==> src/rtl/mbc1_ctrl.sv <==
// MBC1 cartridge memory-bank controller.
// Decodes CPU cartridge-space strobes into bank-register updates or single
// external ROM/RAM transactions, and holds each transaction until acknowledged.
module mbc1_ctrl #(
    parameter int unsigned ROM_ADDR_W = 21
) (
    input  logic                  clk,
    input  logic                  reset_n,
    input  logic [15:0]           addr,
    input  logic [7:0]            data_w,
    input  logic                  write_enable,
    input  logic                  read_enable,
    output logic [7:0]            data_r,
    output logic                  busy,
    output logic                  mem_req,
    output logic                  mem_we,
    output logic                  mem_sel,
    output logic [ROM_ADDR_W-1:0] mem_addr,
    output logic [7:0]            mem_wdata,
    input  logic [7:0]            mem_rdata,
    input  logic                  mem_ack
);

    typedef enum logic {IDLE, WAIT} state_e;

    state_e                state_q, state_d;
    logic                  ram_en_q, ram_en_d;
    logic [4:0]            bank5_q, bank5_d;
    logic [1:0]            bank2_q, bank2_d;
    logic                  mode_q, mode_d;
    logic [7:0]            data_r_q, data_r_d;
    logic                  busy_q, busy_d;
    logic                  mem_req_q, mem_req_d;
    logic                  mem_we_q, mem_we_d;
    logic                  mem_sel_q, mem_sel_d;
    logic [ROM_ADDR_W-1:0] mem_addr_q, mem_addr_d;
    logic [7:0]            mem_wdata_q, mem_wdata_d;

    logic [4:0]  eff5;
    logic [20:0] rom_addr;
    logic [20:0] ram_addr;
    logic        is_ctrl, is_ram;
    logic        wr_acc, rd_acc;
    logic        start_ram, start_rom;

    // Address translation and strobe qualification (strobes only count in IDLE;
    // a simultaneous write wins over a read).
    always_comb begin
        eff5      = (bank5_q == 5'd0) ? 5'd1 : bank5_q;
        if (addr[14])
            rom_addr = {bank2_q, eff5, addr[13:0]};
        else
            rom_addr = mode_q ? {bank2_q, 5'b0, addr[13:0]} : {7'b0, addr[13:0]};
        ram_addr  = {6'b0, (mode_q ? bank2_q : 2'b00), addr[12:0]};
        is_ctrl   = ~addr[15];
        is_ram    = (addr[15:13] == 3'b101);
        wr_acc    = (state_q == IDLE) && write_enable;
        rd_acc    = (state_q == IDLE) && read_enable && !write_enable;
        start_ram = is_ram && ram_en_q && (wr_acc || rd_acc);
        start_rom = rd_acc && is_ctrl;
    end

    // FSM state register.
    always_ff @(posedge clk or negedge reset_n) begin
        if (!reset_n) state_q <= IDLE;
        else          state_q <= state_d;
    end

    // FSM next-state logic.
    always_comb begin
        state_d = state_q;
        case (state_q)
            IDLE: if (start_ram || start_rom) state_d = WAIT;
            WAIT: if (mem_ack)                state_d = IDLE;
            default: state_d = IDLE;
        endcase
    end

    // Next values for bank registers, read data and the memory request bundle.
    always_comb begin
        ram_en_d    = ram_en_q;
        bank5_d     = bank5_q;
        bank2_d     = bank2_q;
        mode_d      = mode_q;
        data_r_d    = data_r_q;
        busy_d      = busy_q;
        mem_req_d   = mem_req_q;
        mem_we_d    = mem_we_q;
        mem_sel_d   = mem_sel_q;
        mem_addr_d  = mem_addr_q;
        mem_wdata_d = mem_wdata_q;
        case (state_q)
            IDLE: begin
                if (start_ram || start_rom) begin
                    busy_d      = 1'b1;
                    mem_req_d   = 1'b1;
                    mem_we_d    = wr_acc;
                    mem_sel_d   = start_ram;
                    mem_addr_d  = start_ram ? ROM_ADDR_W'(ram_addr) : ROM_ADDR_W'(rom_addr);
                    mem_wdata_d = data_w;
                end else if (wr_acc && is_ctrl) begin
                    case (addr[14:13])
                        2'd0: ram_en_d = (data_w[3:0] == 4'hA);
                        2'd1: bank5_d  = data_w[4:0];
                        2'd2: bank2_d  = data_w[1:0];
                        default: mode_d = data_w[0];
                    endcase
                end else if (rd_acc) begin
                    data_r_d = '1;
                end
            end
            WAIT: begin
                if (mem_ack) begin
                    busy_d    = 1'b0;
                    mem_req_d = 1'b0;
                    if (!mem_we_q) data_r_d = mem_rdata;
                end
            end
            default: ;
        endcase
    end

    // Datapath registers.
    always_ff @(posedge clk or negedge reset_n) begin
        if (!reset_n) begin
            ram_en_q    <= 1'b0;
            bank5_q     <= '0;
            bank2_q     <= '0;
            mode_q      <= 1'b0;
            data_r_q    <= '1;
            busy_q      <= 1'b0;
            mem_req_q   <= 1'b0;
            mem_we_q    <= 1'b0;
            mem_sel_q   <= 1'b0;
            mem_addr_q  <= '0;
            mem_wdata_q <= '0;
        end else begin
            ram_en_q    <= ram_en_d;
            bank5_q     <= bank5_d;
            bank2_q     <= bank2_d;
            mode_q      <= mode_d;
            data_r_q    <= data_r_d;
            busy_q      <= busy_d;
            mem_req_q   <= mem_req_d;
            mem_we_q    <= mem_we_d;
            mem_sel_q   <= mem_sel_d;
            mem_addr_q  <= mem_addr_d;
            mem_wdata_q <= mem_wdata_d;
        end
    end

    assign data_r    = data_r_q;
    assign busy      = busy_q;
    assign mem_req   = mem_req_q;
    assign mem_we    = mem_we_q;
    assign mem_sel   = mem_sel_q;
    assign mem_addr  = mem_addr_q;
    assign mem_wdata = mem_wdata_q;

endmodule

==> config.mk <==
export PLATFORM = sky130hd
export DESIGN_NAME = mbc1_ctrl
export DESIGN_NICKNAME = d
export VERILOG_FILES = /design/src/rtl/mbc1_ctrl.sv
export SDC_FILE = /design/constraint.sdc
export NUM_CORES = 1
export LEC_CHECK = 0
export CORE_ASPECT_RATIO = 1.2
export CORE_MARGIN = 4
export CORE_UTILIZATION = 44
export CTS_CLUSTER_DIAMETER = 40
export DETAILED_ROUTE_END_ITERATION = 8
export GPL_ROUTABILITY_DRIVEN = 0
export PLACE_DENSITY = 0.85
export SKIP_LAST_GASP = 1
export SLEW_MARGIN = 25
export SYNTH_ARGS = -nofsm -noshare
export SYNTH_HDL_FRONTEND = slang
export SYNTH_SLANG_ARGS = --single-unit
export TNS_END_PERCENT = 10
==> constraint.sdc <==
create_clock -name clk -period 2.1 [get_ports clk]
set_input_delay 0.42 -clock clk [delete_from_list [all_inputs] [get_ports clk]]
set_output_delay 0.42 -clock clk [all_outputs]
set_load 0.01 [all_outputs]
; Yosys cells after proc, flatten, opt, wreduce, memory -nomap -nowiden
; Cells that the tools add are included.
[word_totals]
register_bits = 50
[classes]
eq_ne = 10
muxes = 17
bitwise = 4
reduce_logical = 20
[op_table]
columns = operator, n
row1 = $mux 21, 3
row2 = $mux 8, 5
row3 = $pmux 8 s2, 1
row4 = $reduce_and 4->1, 4
row5 = $ne 2x2->1 const B, 5
row6 = $logic_and 1x1->1, 7
row7 = $logic_not 5->1, 1
row8 = $mux 5, 1
row9 = $reduce_and 5->1, 1
row10 = $eq 4x4->1 const B, 1
row11 = $mux 1, 4
row12 = $not 1->1, 4
row13 = $pmux 1 s2, 2
row14 = $reduce_and 2->1, 2
row15 = $eq 3x3->1 const B, 1
row16 = $reduce_or 3->1, 1
row17 = $eq 2x1->1 const B, 1
row18 = $eq 2x2->1 const B, 1
row19 = $logic_not 2->1, 1
row20 = $logic_or 1x1->1, 2
row21 = $mux 2, 1
row22 = $ne 2x1->1 const B, 1
row23 = $logic_not 1->1, 1

; Logic depth before layout (Yosys ltp)
; Gate-level depths: netlist of the first run.
[depth]
word_depth = 8
mapped_depth = 5
mapped_depth_nobuf = 4

; Worst setup path before layout of the first run
; No wires, ideal clock.
[synth_path]
path_kind = input port to flip-flop
startpoint = input addr[14]
endpoint = register mem_addr_q[0], in the netlist mem_addr[0]
t_arrival_ns = 1.356
path_slack_ns = 0.619
stages = 4
n_path_buf = 1
path_cell_list = and4b_4 o211ai_4 buf_6 mux2_4
[synth_via]
elab_chain_len = 5
word_cells_on_any_way = 7
cone_classes = eq/ne (1) / mux (2) / reduce/logical (4)
[synth_lines]
columns = element, line_no
row1 = start: declaration, 9  ; input logic [15:0] addr,
row2 = $eq 3x3->1, 56  ; is_ram = (addr[15:13] == 3'b101);
row3 = $logic_and 1x1->1 (2 in series), 59  ; start_ram = is_ram && ram_en_q && (wr_acc || rd_acc);
row4 = $logic_or 1x1->1, 94  ; if (start_ram || start_rom) begin
row5 = $reduce_and 2->1 (no source line), -
row6 = end signal: assignment, 147  ; mem_addr_q <= mem_addr_d;
row7 = end: declaration, 36  ; logic [ROM_ADDR_W-1:0] mem_addr_q, mem_addr_d;
; Several ways; a longest one is shown, not always the timed one.
; A chain may end at the register's enable or synchronous reset.

; Final worst setup path of the first run
[layout_path]
startpoint = input addr[15]
endpoint = register mem_addr_q[6], in the netlist mem_addr[6]
; The elaborated chain is that of the path after synthesis.

==> qor.txt, run 1 <==
Most used DFF post-synth -> dfrtp_1
hold_ws -> 0.102 ns
largest net degree at the start of global routing -> 28
Post-CTS Resized -> 0
vias in the first global route -> 1463
GRT overflow -> 0
leading area contributor after synthesis -> dfrtp_1
post-synth cell types -> 27
first-pass GRT wire length -> 7400 um
initial core utilization -> 45.4%
Worst EP required -> 2.28 ns
slowest CP cell -> clkdlybuf4s50_1
Max Fclk -> 550 MHz
post-synth top area share -> 50.4%
endpoints failing hold -> 0
EDFF count, synth -> 0
final WL -> 4530 um
Detailed Routing Iterations Pass 1 -> 4
fin crit period -> 1.82 ns
DR iter-0 viols -> 33
average wire per standard cell -> 15.6 um
nature of the critical path startpoint -> input pin
Leak Pwr -> 1.36 nW
GRT Resource Usage Total -> 15.7%
setup TNS -> 0 ns
hold bufs inserted after CTS -> 0
Clock Latency Late Sink -> 0.29 ns
Arrival @ worst endpoint -> 2.00 ns
hold crit path type -> in -> async
count leader, synth -> dfrtp_1
ys async rst share -> 100%
layout net count -> 269
CP endpoint kind -> flop
sequential share of the synthesized area -> 60.5%
Tcrit/Tclk final -> 86.6%
core footprint -> 4590 um^2
CTS H-tree lvls -> 2
Mean Syn Cell Area -> 14.4 um^2
chip width -> 70.9 um
CTS root buffer -> clkbuf_8
initial antenna violation count -> 0
DP Worst Slack -> 0.00570 ns
# rows -> 27
Final HPWL DP -> 3440 um
register-to-register setup slack -> 0.49 ns
routed via count -> 1416
Bufs on Longest Clock Path -> 2
total clock sinks -> 50
Commonest cells post-synth -> dfrtp_1, mux2_4, nand2_1
port bufs -> 77
Max Cap Violations -> 0
largest cells by area after synthesis -> dfrtp_1, mux2_4, dfstp_2
Worst Reg-to-Reg Cells -> 4
Peak VDD IR -> 0.000674 V
setup ws final -> 0.282 ns
Synth Cell Area -> 2090 um^2
unrepaired setup endpoints after global routing -> no
outcome -> finished clean
crit-path cells -> clkdlybuf4s50_1, and4b_4, o211ai_4, buf_4, mux2_4
worst reg2reg path startpoint -> ram_en_q$_DFFE_PN0P_
Remaining DRCs -> 0
die height -> 83.4 um
Pwr Total -> 0.00291 W
setup violators final -> 0
worst-path fanout max -> 11
die area -> 5910 um^2
synth-to-layout area growth -> 47.5%
worst slew margin relative to its limit -> 63.9%
Syn Inst Count -> 145
synth warn -> 0
total CTS buffers -> 5
family with the most delay on the worst path -> buffers and inverters
Seq cells post-synth -> 50
Worst Tran Pin Value -> 0.541 ns
clk slew on worst S/H paths -> 0.08 ns
TritonCTS clock tree -> yes
vias per std cell -> 4.87
ANT cells -> 0
WP buf/inv -> 2
share of layout cells above drive strength 1 -> 24.5%
Ports -> 78
Pwr per Cell Area -> 947 nW/um^2
DRT antenna net count -> 0
fin. max-slew vios -> 0
reg-to-reg critical path endpoint -> mem_addr[6]$_DFFE_PN0P_
Post-Syn Nets -> 182
Core Util, Final -> 67.0%
Crit Path Category -> in -> reg
Post-CTS Repair Setup Buffers -> 0
crit-path max cell delay -> 0.49 ns
Setup Skew -> 0.00566 ns
-- metrics by stage --
step	area, um^2	std cells
after floorplan	2090	145
after global placement	2970	283
after detailed placement	2970	283
after CTS	3080	291
after global routing	3080	291
final	3080	291
-- state kept, by name, summed over array words and instances, names as in the netlist, 2 cells and up --
signal and flops:
mem_addr 21, data_r 8, mem_wdata 8, bank5_q 5, bank2_q 2
-- per-layer routing --
layer	up-vias	global-route usage, %	wire length [um]
met3	5	4.36	295
met2	54	26.8	2280
met5	-	0	0
met1	667	19.5	1900
li1	690	-	-
met4	0	4.10	53
-- worst reg2reg max path: stages (launching register included) --
cell and delay, ns:
dfrtp_1 0.43, and4b_4 0.24, o211ai_4 0.24, buf_4 0.26, mux2_4 0.33
-- final cells by class --
class | count | area [um^2]
fill | 340 | 1520
inverter | 3 | 11.3
multi-input combinational | 86 | 767
clock inverter | 1 | 30.0
timing repair buffer | 86 | 858
sequential | 50 | 1260
tap | 58 | 72.6
clock buffer | 7 | 76.3
-- power by group --
group / internal [W] / switching, W / total [W] / leakage (nW)
sequential: 0.00121 / 0.000137 / 0.00135 / 0.598
clock: 0.000356 / 0.000287 / 0.000643 / 0.0524
combinational: 0.000606 / 0.000317 / 0.000923 / 0.707
-- kinds of logic after synthesis --
kind of cell | after synthesis | share of synthesized area [%]
compound gates | 27 | 10.2
buf+inv | 9 | 2.76
mux | 29 | 19.3
simple gates | 30 | 7.32
flops | 50 | 60.5
-- worst max-delay path by stage --
stage | start | to | cells after the start
2_1_floorplan | addr[14] | mem_addr[0]$_DFFE_PN0P_ | 4
3_3_place_gp | addr[15] | mem_addr[11]$_DFFE_PN0P_ | 5
3_5_place_dp | addr[15] | mem_addr[6]$_DFFE_PN0P_ | 5
4_1_cts | addr[15] | mem_addr[6]$_DFFE_PN0P_ | 5
5_1_grt | addr[15] | mem_addr[6]$_DFFE_PN0P_ | 5
6_report | addr[15] | mem_addr[6]$_DFFE_PN0P_ | 5
-- cell usage in the layout, fill, tap and decap left out --
master | Yosys | final
a21oi_1 | 3 | 3
dfrtp_1 | 42 | 42
a22oi_1 | 1 | 1
or2_2 | 1 | 1
o21ai_0 | 9 | 9
a22o_1 | 2 | 2
nor3b_1 | 1 | 1
nor4_1 | 1 | 1
dfstp_2 | 8 | 8
o211ai_4 | 1 | 1
nand3_1 | 5 | 5
a21o_1 | 1 | 1
buf_12 | 0 | 2
nand2_1 | 14 | 14
and4b_4 | 1 | 1
nor2_1 | 4 | 4
buf_4 | 2 | 7
nand3b_1 | 2 | 2
mux2_2 | 9 | 9
clkbuf_1 | 1 | 2
a32o_1 | 1 | 1
inv_1 | 3 | 3
clkbuf_8 | 0 | 5
buf_2 | 1 | 1
clkdlybuf4s50_1 | 0 | 76
mux2_4 | 20 | 20
or4bb_1 | 1 | 1
bufinv_16 | 0 | 1
a21boi_4 | 1 | 1
o22a_1 | 8 | 8
No activity file was read; power rests on OpenSTA's default activity.
==> run 2: changes to the inputs <==
Settings changed: PLACE_DENSITY 0.85 to 0.8.
==> qor.txt, run 2 (synthesized netlist as in run 1, its figures left out) <==
die height -> 83.4 um
Remaining DRCs -> 0
Max Cap Violations -> 0
TritonCTS clock tree -> yes
hold_ws -> 0.0880 ns
max reg flops -> 21
setup violators final -> 0
Leak Pwr -> 1.36 nW
# fillers -> 364
clk slew on worst S/H paths -> 0.08 ns
worst-path fanout max -> 14
first-pass GRT wire length -> 7670 um
Arrival @ worst endpoint -> 1.99 ns
initial core utilization -> 45.4%
Setup Skew -> 0.00378 ns
# rows -> 27
layout net count -> 269
largest net degree at the start of global routing -> 29
ANT cells -> 0
Worst Tran Pin Value -> 0.510 ns
average wire per standard cell -> 15.7 um
outcome -> finished clean
core footprint -> 4590 um^2
port bufs -> 77
endpoints failing hold -> 0
GRT overflow -> 0
Ports -> 78
die area -> 5910 um^2
Placed Area -> 2970 um^2
vias in the first global route -> 1634
total clock sinks -> 50
Post-CTS Resized -> 0
Tcrit/Tclk final -> 86.2%
initial antenna violation count -> 0
total CTS buffers -> 5
CTS H-tree lvls -> 2
unrepaired setup endpoints after global routing -> no
hold crit path type -> in -> async
Detailed Routing Iterations Pass 1 -> 4
setup TNS -> 0 ns
most common cell after layout, fill and taps aside -> clkdlybuf4s50_1
DR iter-0 viols -> 27
vias per std cell -> 5.05
worst slew margin relative to its limit -> 66.0%
Final HPWL DP -> 3440 um
GRT Resource Usage Total -> 16.1%
crit-path cells -> clkdlybuf4s50_1, and4b_4, o211ai_4, buf_4, mux2_4
share of layout cells above drive strength 1 -> 25.3%
slowest CP cell -> clkdlybuf4s50_1
Crit Path Category -> in -> reg
Post-CTS Repair Setup Buffers -> 0
crit-path max cell delay -> 0.51 ns
DRT antenna net count -> 0
Max Fclk -> 553 MHz
fin. max-slew vios -> 0
Design Area, Final -> 3080 um^2
CTS root buffer -> clkbuf_8
synth-to-layout area growth -> 47.7%
commonest non-fill, non-tap cells in the layout -> clkdlybuf4s50_1, dfrtp_1, mux2_4
Pwr per Cell Area -> 942 nW/um^2
fin crit period -> 1.81 ns
Bufs on Longest Clock Path -> 2
routed via count -> 1470
nature of the critical path startpoint -> input pin
Worst EP required -> 2.28 ns
CP endpoint kind -> flop
Peak VDD IR -> 0.000569 V
final WL -> 4570 um
Final Instance Count excl. Fillers -> 291
hold bufs inserted after CTS -> 0
Clock Latency Late Sink -> 0.29 ns
placed insts -> 283
chip width -> 70.9 um
Core Util, Final -> 67.0%
run 2: final timing paths:
path	from	endpoint	slack (ns)	cells past startpoint
setup / recovery	addr[14]	mem_addr[5]$_DFFE_PN0P_	0.29	5
hold / removal	reset_n	mem_addr[10]$_DFFE_PN0P_	0.09	1
setup reg to reg	ram_en_q$_DFFE_PN0P_	mem_addr[5]$_DFFE_PN0P_	0.50	4
hold reg to reg	mem_addr[13]$_DFFE_PN0P_	mem_addr[13]$_DFFE_PN0P_	0.49	2
max in group asynchronous	reset_n	data_r[6]$_DFFE_PN1P_	1.42	2
min in group clk	mem_addr[13]$_DFFE_PN0P_	mem_addr[13]$_DFFE_PN0P_	0.49	2
run 2: worst max-delay path: cells and delay by family:
kind                   cells  cell delay [ns]
buffers and inverters      2             0.80
multiplexers               1             0.32
AND/OR/NAND/NOR            1             0.23
AO/OA/AOI/OAI              1             0.22
run 2: area by class of cell:
| type | instances | area (um^2) | area share, % |
|---|---|---|---|
| sequential | 50 | 1260 | 40.9 |
| timing repair buffer | 86 | 858 | 27.9 |
| multi-input combinational | 86 | 767 | 24.9 |
| clock buffer | 8 | 110 | 3.57 |
| tap | 58 | 72.6 | 2.36 |
| inverter | 3 | 11.3 | 0.366 |
run 2: metrics by stage:
stage,total power (W),setup slack (ns)
after floorplan,0.00176,0.619
after global placement,0.00227,0.0352
after detailed placement,0.00230,-0.0229
after CTS,0.00294,0.290
after global routing,0.00305,0.199
final,0.00290,0.290
run 2: layer usage:
layer	GRT usage (%)	part of all wire, %	up-vias
met1	19.7	43	718
met5	0	0	-
li1	-	-	690
met2	27.7	50	58
met3	4.72	6.5	4
met4	3.59	0.88	0
run 2: power by group:
group          switching [W]  internal (W)
sequential          0.000145       0.00121
combinational       0.000315      0.000606
clock               0.000293      0.000333
==> run 3: changes to the inputs <==
Settings changed: CELL_PAD_IN_SITES_DETAIL_PLACEMENT set to 1, CELL_PAD_IN_SITES_GLOBAL_PLACEMENT set to 1, CORE_UTILIZATION 44 to 34, PLACE_DENSITY 0.8 to unset, PLACE_DENSITY_LB_ADDON set to 0.1, TNS_END_PERCENT 10 to unset.
==> qor.txt, run 3 (synthesized netlist as in run 1, its figures left out) <==
outcome -> finished clean
Arrival @ worst endpoint -> 1.99 ns
Worst EP required -> 2.29 ns
Final HPWL DP -> 3990 um
core footprint -> 6010 um^2
Reg area -> 1260 um^2
die height -> 93.8 um
TritonCTS clock tree -> yes
Leak Pwr -> 1.36 nW
Setup Skew -> 0.00281 ns
vias per std cell -> 4.69
Design Area, Final -> 3110 um^2
Final Instance Count excl. Fillers -> 315
Post-CTS Resized -> 0
first-pass GRT wire length -> 8340 um
ANT cells -> 0
Max Cap Violations -> 0
Worst Tran Pin Value -> 0.590 ns
vias in the first global route -> 1620
chip width -> 79.5 um
Bufs on Longest Clock Path -> 2
Peak VDD IR -> 0.000490 V
routed via count -> 1477
slowest CP cell -> clkdlybuf4s50_1
die area -> 7460 um^2
max reg flops -> 21
DRT antenna net count -> 0
CTS H-tree lvls -> 2
WP buf/inv -> 2
Crit Path Category -> in -> reg
nature of the critical path startpoint -> input pin
worst-path fanout max -> 13
CTS root buffer -> clkbuf_8
unrepaired setup endpoints after global routing -> no
Placed Area -> 3000 um^2
initial antenna violation count -> 0
# fillers -> 628
initial core utilization -> 34.7%
Clock Latency Late Sink -> 0.30 ns
Multi-input gate area -> 767 um^2
average wire per standard cell -> 16.1 um
largest net degree at the start of global routing -> 28
endpoints failing hold -> 0
family with the most delay on the worst path -> buffers and inverters
GRT Resource Usage Total -> 14.6%
layout net count -> 269
most common cell after layout, fill and taps aside -> clkdlybuf4s50_1
DR iter-0 viols -> 45
placed insts -> 307
Remaining DRCs -> 0
CP endpoint kind -> flop
total CTS buffers -> 5
# rows -> 31
Tcrit/Tclk final -> 86.0%
Max Fclk -> 553 MHz
final WL -> 5080 um
synth-to-layout area growth -> 49.1%
hold bufs inserted after CTS -> 0
fin crit period -> 1.81 ns
total clock sinks -> 50
fin. max-slew vios -> 0
worst slew margin relative to its limit -> 60.7%
setup TNS -> 0 ns
crit-path cells -> clkdlybuf4s50_1, and4b_4, o211ai_4, buf_4, mux2_4
setup violators final -> 0
Ports -> 78
commonest non-fill, non-tap cells in the layout -> clkdlybuf4s50_1, dfrtp_1, mux2_4
crit-path max cell delay -> 0.50 ns
GRT overflow -> 0
hold crit path type -> in -> async
share of layout cells above drive strength 1 -> 25.3%
clk slew on worst S/H paths -> 0.09 ns
port bufs -> 77
Post-CTS Repair Setup Buffers -> 0
Pwr per Cell Area -> 938 nW/um^2
Detailed Routing Iterations Pass 1 -> 4
run 3: cell counts in the layout (fill, tap and decap cells not counted):
Identical to the previous run, type by type.
run 3: routing by layer:
layer / global-route usage [%] / wire length, um / part of all wire [%] / vias up
li1: - / - / - / 691
met1: 17.7 / 2060 / 41 / 733
met2: 25.3 / 2690 / 53 / 46
met3: 3.65 / 269 / 5.3 / 7
met4: 4.30 / 63 / 1.2 / 0
met5: 0 / 0 / 0 / -
run 3: worst paths after layout:
path	slack [ns]	cells after the start	from	endpoint
setup reg to reg	0.48	4	ram_en_q$_DFFE_PN0P_	mem_addr[12]$_DFFE_PN0P_
min in group clk	0.49	2	mem_addr[18]$_DFFE_PN0P_	mem_addr[18]$_DFFE_PN0P_
hold / removal	0.11	1	reset_n	mem_wdata[6]$_DFFE_PN0P_
setup / recovery	0.29	5	addr[14]	mem_addr[12]$_DFFE_PN0P_
hold reg to reg	0.49	2	mem_addr[18]$_DFFE_PN0P_	mem_addr[18]$_DFFE_PN0P_
max in group asynchronous	1.36	2	reset_n	data_r[1]$_DFFE_PN1P_
run 3: layout make-up:
class / count / area share (%)
Sequential cell: 50 / 40.5
Tap cell: 82 / 3.30
Inverter: 3 / 0.362
Timing Repair Buffer: 86 / 27.6
Multi-Input combinational cell: 86 / 24.7
Clock buffer: 8 / 3.54
run 3: stage by stage:
stage | hold WS, ns | setup WS, ns | total power, W | utilization (%)
5_1_grt | 0.153 | 0.222 | 0.00308 | 51.7
3_5_place_dp | 0.461 | -0.0490 | 0.00232 | 49.9
3_3_place_gp | 0.442 | 0.0159 | 0.00228 | 49.9
4_1_cts | 0.128 | 0.277 | 0.00297 | 51.7
6_report | 0.114 | 0.293 | 0.00292 | 51.7
2_1_floorplan | 0.124 | 0.619 | 0.00176 | -
run 3: where the power goes:
part           leakage, nW  switching [W]  internal (W)
Combinational        0.707       0.000323      0.000606
Sequential           0.598       0.000135       0.00121
Clock               0.0575       0.000309      0.000333
run 3: worst reg2reg max path: stages (launching register included):
cell and delay (ns):
dfrtp_1 0.42, and4b_4 0.24, o211ai_4 0.24, buf_4 0.29, mux2_4 0.32
